$ cat src/rtl/fsk_demod_if.sv
// Sample, control and decoded-output bundle of the FSK demodulator.
// The master side drives the samples and controls; the slave side returns bits and words.
interface fsk_demod_if;
    logic        en;
    logic        resync;
    logic [15:0] fsk_sig;
    logic        bit_out;
    logic        bit_valid;
    logic [15:0] code_out;
    logic        code_valid;
    logic        locked;

    modport master (
        output en, resync, fsk_sig,
        input  bit_out, bit_valid, code_out, code_valid, locked
    );

    modport slave (
        input  en, resync, fsk_sig,
        output bit_out, bit_valid, code_out, code_valid, locked
    );
endinterface

$ cat src/rtl/fsk_demod.sv
// FSK demodulator: hysteresis comparator, rising-edge count per symbol window,
// threshold decision, and MSB-first assembly of 16-bit code words.
//
// state | meaning
// IDLE  | disabled, counters cleared, waiting for en
// ACQ   | enabled, waiting for first rising edge to align the symbol window
// RUN   | windows running, one decided bit per SYM_LEN clocks
module fsk_demod #(
    parameter int          SYM_LEN  = 9766,
    parameter logic [15:0] MID      = 16'd32768,
    parameter logic [15:0] HYST     = 16'd64,
    parameter logic [15:0] EDGE_THR = 16'd8
) (
    input  logic        clk_100M,
    input  logic        rst_n,
    fsk_demod_if.slave  bus
);
    typedef enum logic [1:0] {IDLE, ACQ, RUN} state_t;

    localparam int              TW     = $clog2(SYM_LEN + 1);
    localparam logic [TW-1:0]   T_END  = TW'(SYM_LEN - 1);
    localparam logic [15:0]     HI_THR = MID + HYST;
    localparam logic [15:0]     LO_THR = MID - HYST;

    state_t        state, state_nxt;
    logic [15:0]   s_q;
    logic          hi, hi_d, rise;
    logic [TW-1:0] timer;
    logic [15:0]   edge_cnt, cnt_fin;
    logic [3:0]    bit_idx;
    logic [15:0]   shreg, word_fin;
    logic          win_end, bit_dec, locked;
    logic          bit_out, bit_valid, code_valid;
    logic [15:0]   code_out;

    always_ff @(posedge clk_100M or negedge rst_n) begin
        if (!rst_n) begin
            s_q  <= '0;
            hi   <= 1'b0;
            hi_d <= 1'b0;
        end else begin
            s_q  <= bus.fsk_sig;
            hi_d <= hi;
            if (s_q >= HI_THR)
                hi <= 1'b1;
            else if (s_q < LO_THR)
                hi <= 1'b0;
        end
    end

    assign rise = hi & ~hi_d;

    always_ff @(posedge clk_100M or negedge rst_n) begin
        if (!rst_n)
            state <= IDLE;
        else
            state <= state_nxt;
    end

    always_comb begin
        state_nxt = state;
        if (!bus.en) begin
            state_nxt = IDLE;
        end else begin
            case (state)
                IDLE:    state_nxt = ACQ;
                ACQ:     if (!bus.resync && rise) state_nxt = RUN;
                RUN:     if (bus.resync) state_nxt = ACQ;
                default: state_nxt = IDLE;
            endcase
        end
    end

    always_comb begin
        locked = 1'b0;
        if (state == RUN)
            locked = 1'b1;
    end

    // The window-end decision must see an edge landing in that same cycle.
    always_comb begin
        cnt_fin = edge_cnt;
        if (rise && edge_cnt != 16'hFFFF)
            cnt_fin = edge_cnt + 16'd1;
        win_end  = (timer == T_END);
        bit_dec  = (cnt_fin >= EDGE_THR);
        word_fin = shreg;
        word_fin[bit_idx] = bit_dec;
    end

    always_ff @(posedge clk_100M or negedge rst_n) begin
        if (!rst_n) begin
            timer      <= '0;
            edge_cnt   <= '0;
            bit_idx    <= 4'd15;
            shreg      <= '0;
            bit_out    <= 1'b0;
            bit_valid  <= 1'b0;
            code_out   <= '0;
            code_valid <= 1'b0;
        end else begin
            bit_valid  <= 1'b0;
            code_valid <= 1'b0;
            if (!bus.en || state == IDLE || bus.resync) begin
                timer    <= '0;
                edge_cnt <= '0;
                bit_idx  <= 4'd15;
                shreg    <= '0;
            end else if (state == ACQ) begin
                if (rise) begin
                    timer    <= TW'(1);
                    edge_cnt <= 16'd1;
                    bit_idx  <= 4'd15;
                end
            end else if (win_end) begin
                timer     <= '0;
                edge_cnt  <= '0;
                shreg     <= word_fin;
                bit_out   <= bit_dec;
                bit_valid <= 1'b1;
                bit_idx   <= bit_idx - 4'd1;
                if (bit_idx == 4'd0) begin
                    code_out   <= word_fin;
                    code_valid <= 1'b1;
                end
            end else begin
                timer    <= timer + TW'(1);
                edge_cnt <= cnt_fin;
            end
        end
    end

    assign bus.locked     = locked;
    assign bus.bit_out    = bit_out;
    assign bus.bit_valid  = bit_valid;
    assign bus.code_out   = code_out;
    assign bus.code_valid = code_valid;
endmodule
$ cat src/flat_wrapper.sv
// flat-port wrapper written by rule: the top's interface ports become plain ports
module fsk_demod_flat 
#(
    parameter int          SYM_LEN  = 9766,
    parameter logic [15:0] MID      = 16'd32768,
    parameter logic [15:0] HYST     = 16'd64,
    parameter logic [15:0] EDGE_THR = 16'd8
)
  (clk_100M, rst_n, bus_en, bus_resync, bus_fsk_sig, bus_bit_out, bus_bit_valid, bus_code_out, bus_code_valid, bus_locked);
  fsk_demod_if bus_i ();
  input  logic clk_100M;
  input  logic rst_n;
  input wire logic [$bits(bus_i.en)-1:0] bus_en;
  input wire logic [$bits(bus_i.resync)-1:0] bus_resync;
  input wire logic [$bits(bus_i.fsk_sig)-1:0] bus_fsk_sig;
  output wire logic [$bits(bus_i.bit_out)-1:0] bus_bit_out;
  output wire logic [$bits(bus_i.bit_valid)-1:0] bus_bit_valid;
  output wire logic [$bits(bus_i.code_out)-1:0] bus_code_out;
  output wire logic [$bits(bus_i.code_valid)-1:0] bus_code_valid;
  output wire logic [$bits(bus_i.locked)-1:0] bus_locked;
  assign bus_i.en = bus_en;
  assign bus_i.resync = bus_resync;
  assign bus_i.fsk_sig = bus_fsk_sig;
  assign bus_bit_out = bus_i.bit_out;
  assign bus_bit_valid = bus_i.bit_valid;
  assign bus_code_out = bus_i.code_out;
  assign bus_code_valid = bus_i.code_valid;
  assign bus_locked = bus_i.locked;
  fsk_demod #(.SYM_LEN(SYM_LEN), .MID(MID), .HYST(HYST), .EDGE_THR(EDGE_THR)) u_core (.clk_100M(clk_100M), .rst_n(rst_n), .bus(bus_i));
endmodule
$ cat config.mk
export PLATFORM = sky130hd
export DESIGN_NAME = fsk_demod_flat
export DESIGN_NICKNAME = d
export VERILOG_FILES = /design/src/rtl/fsk_demod_if.sv /design/src/rtl/fsk_demod.sv /design/src/flat_wrapper.sv
export SDC_FILE = /design/constraint.sdc
export NUM_CORES = 1
export LEC_CHECK = 0
export CAP_MARGIN = 20
export CORE_UTILIZATION = 40
export DETAILED_ROUTE_END_ITERATION = 16
export GPL_TIMING_DRIVEN = 0
export PLACE_DENSITY = 0.58
export SLEW_MARGIN = 20
export SYNTH_ARGS = -nofsm -noshare
export SYNTH_HDL_FRONTEND = slang
export SYNTH_SLANG_ARGS = --single-unit
$ cat constraint.sdc
create_clock -name clk_100M -period 2.55 [get_ports clk_100M]
set_input_delay 0.255 -clock clk_100M [delete_from_list [all_inputs] [get_ports clk_100M]]
set_output_delay 0.255 -clock clk_100M [all_outputs]
set_load 0.005 [all_outputs]
==> run metrics <==
syn_area_per_cell=8.67 um^2; flops & latches, synth=82; post-synthesis cell count=528; Skew-Pair Late Insertion Delay=0.34 ns; H-tree Lvls=3; largest net degree at the start of global routing=47; slowest cell on the critical path=or4_1; fmax=407 MHz; CP top delay family=simple AND/OR/NAND/NOR gates; vias in the first global route=3969; Clock transition at path regs=0.06 ns; crit end category=flop; initial drt markers=230; final net count=608; Layout Area Growth over Synthesis=21.6%; Tot Pwr=2780 uW; Post-DP HPWL=7.85 mm; crit path cell chain=buf_4 -> nand3_2 -> or4_1 -> buf_2 -> a311oi_2 -> o2111ai_4 -> buf_6 -> o21ai_0 -> nand3_1; GRT overflow=0; post-synth cell types=60; CTS Buffer Depth=2; wire per inst=15.9 um; Util after Layout=0.507; Crit path depth=9; layout cells sized above 1=0.133; Antenna Cells=0; YS warnings=0; port bufs=33; Die ar.=0.0119 mm^2; Clock Sinks=82; period utilisation layout=0.963; Max-slew headroom=0.610; post-synthesis sequential area ratio=0.449; Static Leak=0.00239 uW; fraction of registers with async set/reset=1.00; Worst setup SP type=flop; total core area=0.0110 mm^2; drt total wl=11.5 mm; Max Slew Vio Count=0; Worst Reg-to-Reg Cells=9; Syn Nets=556; critical path type=flop to flop; row count=38; CP peak stage delay=0.53 ns; final hold vios=0; gr busiest metal=met2; Slew @ Worst Pin=0.586 ns; Buffers & Inverters on Critical Path=3; status=completed; maximum fanout along the worst path=10; Fin Clk Skew=0.00687 ns; DR DRC count=0; Max IR drop VDD=0.000341 V; hold slack=0.348 ns; Mapped Area=0.00458 mm^2; RSZ-0062 raised after global routing=true; # IOs=40; initial antenna violation count=0; EDFF count, synth=0; grt met3 use=0.0472; Hold Crit Class=input pin to flop; total clock buffers created by CTS=9; Die X=109 um; M1 GR Usage=0.299; DP Cell Count=702; Die Ht=109 um; CTS tree=built; met2 global-route usage=0.317; WP data arrival=2.67 ns; final std cells w/o fill=725; max-cap viol count=0; pwr dens=499 mW/mm^2; CP required=2.77 ns; setup violators final=0; fin crit period=2.46 ns; Final WS setup=0.0947 ns; Most used DFF post-synth=dfrtp_1; global-route wire length before repair=19.4 mm; Initial Util=0.417; DRT Pass-1 Iters=4; RD Place Congestion=0.931; Routed Antenna Nets=0; Root Buffer=clkbuf_16; DR vias=4148; gr usage total=0.211; Hold Path Depth=1; Place WS=-0.323 ns; Vias/cell=5.72
synth_stat cells (2+ instances only):
| cell type | number | area, um^2 |
|---|---|---|
| nor2b_1 | 5 | 31.3 |
| o21ai_0 | 79 | 395 |
| nand4_1 | 10 | 62.6 |
| a31oi_1 | 18 | 113 |
| nor4b_1 | 2 | 17.5 |
| and2_1 | 8 | 50.1 |
| o31ai_1 | 5 | 37.5 |
| or2_2 | 2 | 12.5 |
| o21a_1 | 2 | 15.0 |
| buf_2 | 9 | 45.0 |
| or3_1 | 5 | 31.3 |
| inv_1 | 12 | 45.0 |
| nand3_1 | 30 | 150 |
| dfstp_2 | 4 | 105 |
| nor3_1 | 12 | 60.1 |
| o22ai_1 | 2 | 12.5 |
| nor4_1 | 4 | 25.0 |
| clkbuf_4 | 3 | 22.5 |
| nand2_1 | 39 | 146 |
| xor2_1 | 7 | 61.3 |
| clkbuf_8 | 2 | 27.5 |
| ha_1 | 8 | 100 |
| buf_4 | 4 | 30.0 |
| dfrtp_1 | 78 | 1950 |
| and4_1 | 4 | 35.0 |
| nor2_1 | 46 | 173 |
| and3_1 | 22 | 138 |
| nand4b_1 | 2 | 17.5 |
| buf_6 | 2 | 22.5 |
| a21oi_1 | 45 | 225 |
| buf_8 | 2 | 30.0 |
| o41ai_1 | 5 | 43.8 |
| clkbuf_1 | 20 | 75.1 |
| nand2b_1 | 4 | 25.0 |
registers in the layout (all words and copies together), names as in the netlist:
name / flops
u_core.bit_idx: 4
u_core.bus.bit_out: 1
u_core.bus.bit_valid: 1
u_core.bus.code_out: 16
u_core.bus.code_valid: 1
u_core.edge_cnt: 16
u_core.hi: 1
u_core.hi_d: 1
u_core.s_q: 10
u_core.shreg: 15
u_core.state: 2
u_core.timer: 14
per-layer routing:
| layer | part of all wire | wire, um |
|---|---|---|
| met1 | 0.49 | 5700 |
| met2 | 0.45 | 5150 |
| met3 | 0.046 | 527 |
| met4 | 0.013 | 153 |
| met5 | 0 | 0 |
worst register-to-register path: cells and delay by family, from the launching register on:
family / cells / cell delay, ns
compound gates: 3 / 0.72
buf+inv: 3 / 0.54
simple gates: 3 / 0.76
flops: 1 / 0.32
cell usage in the layout, fill, tap and decap left out, types with 9 or more instances in the layout:
cell type / n
buf_4: 12
and3_1: 22
clkdlybuf4s50_1: 32
a21oi_1: 45
clkbuf_16: 9
a31oi_1: 18
nand3_1: 30
clkbuf_1: 13
dfrtp_1: 77
o21ai_0: 75
inv_1: 12
nor2_1: 43
nand4_1: 10
nand2_1: 39
nor3_1: 11
per-stage QoR:
stage	TNS, ns	instance area [um^2]
after detailed placement	-6.99	5110
final	0	5570
after global routing	-0.130	5570
after global placement	-153.86	5080
after floorplan	0	4580
after CTS	0	5490
power breakdown:
group	internal, uW	switching [uW]	total (uW)
registers	1320	10.1	1330
clock network	791	545	1340
logic	43.5	73.6	117
total	2150	628	2780
final cells by class:
cell class | count | area (um^2)
Buffer | 42 | 274
Clock buffer | 11 | 243
Clock inverter | 5 | 61.3
Fill cell | 1030 | 5410
Inverter | 12 | 45.0
Multi-Input combinational cell | 392 | 2300
Sequential cell | 82 | 2060
Tap cell | 140 | 175
Timing Repair Buffer | 41 | 410
path summary, 6_finish.rpt:
check	from	endpoint	slack (ns)
setup / recovery	u_core.edge_cnt[13]	u_core.shreg[12]	0.09
hold / removal	bus_fsk_sig[8]	u_core.s_q[8]	0.35
setup reg to reg	u_core.edge_cnt[13]	u_core.shreg[12]	0.09
hold reg to reg	u_core.hi	u_core.hi_d	0.47
max in group asynchronous	rst_n	u_core.bit_idx[2]	1.44
min in group asynchronous	rst_n	u_core.edge_cnt[12]	0.44
cells by family (layout without fill, tap and decap cells):
logic type      Yosys count  count (layout)  share of synthesized area
xor+xnor                  8               8                     0.0153
flops                    82              82                      0.449
fa+ha+maj                 8               8                     0.0219
compound gates          170             170                      0.213
buf+inv                  54             111                     0.0650
simple gates            206             206                      0.235
timing repair:
action | CTS | global route
buffers inserted | 5 | 1
pin swaps | 2 | 3
hold endpoints to repair | 36 | 0
gates resized for setup | 7 | 36
hold buffers | 1 | 0
endpoints found under the setup margin | 29 | 38
Power figures use the tool's default switching activity.
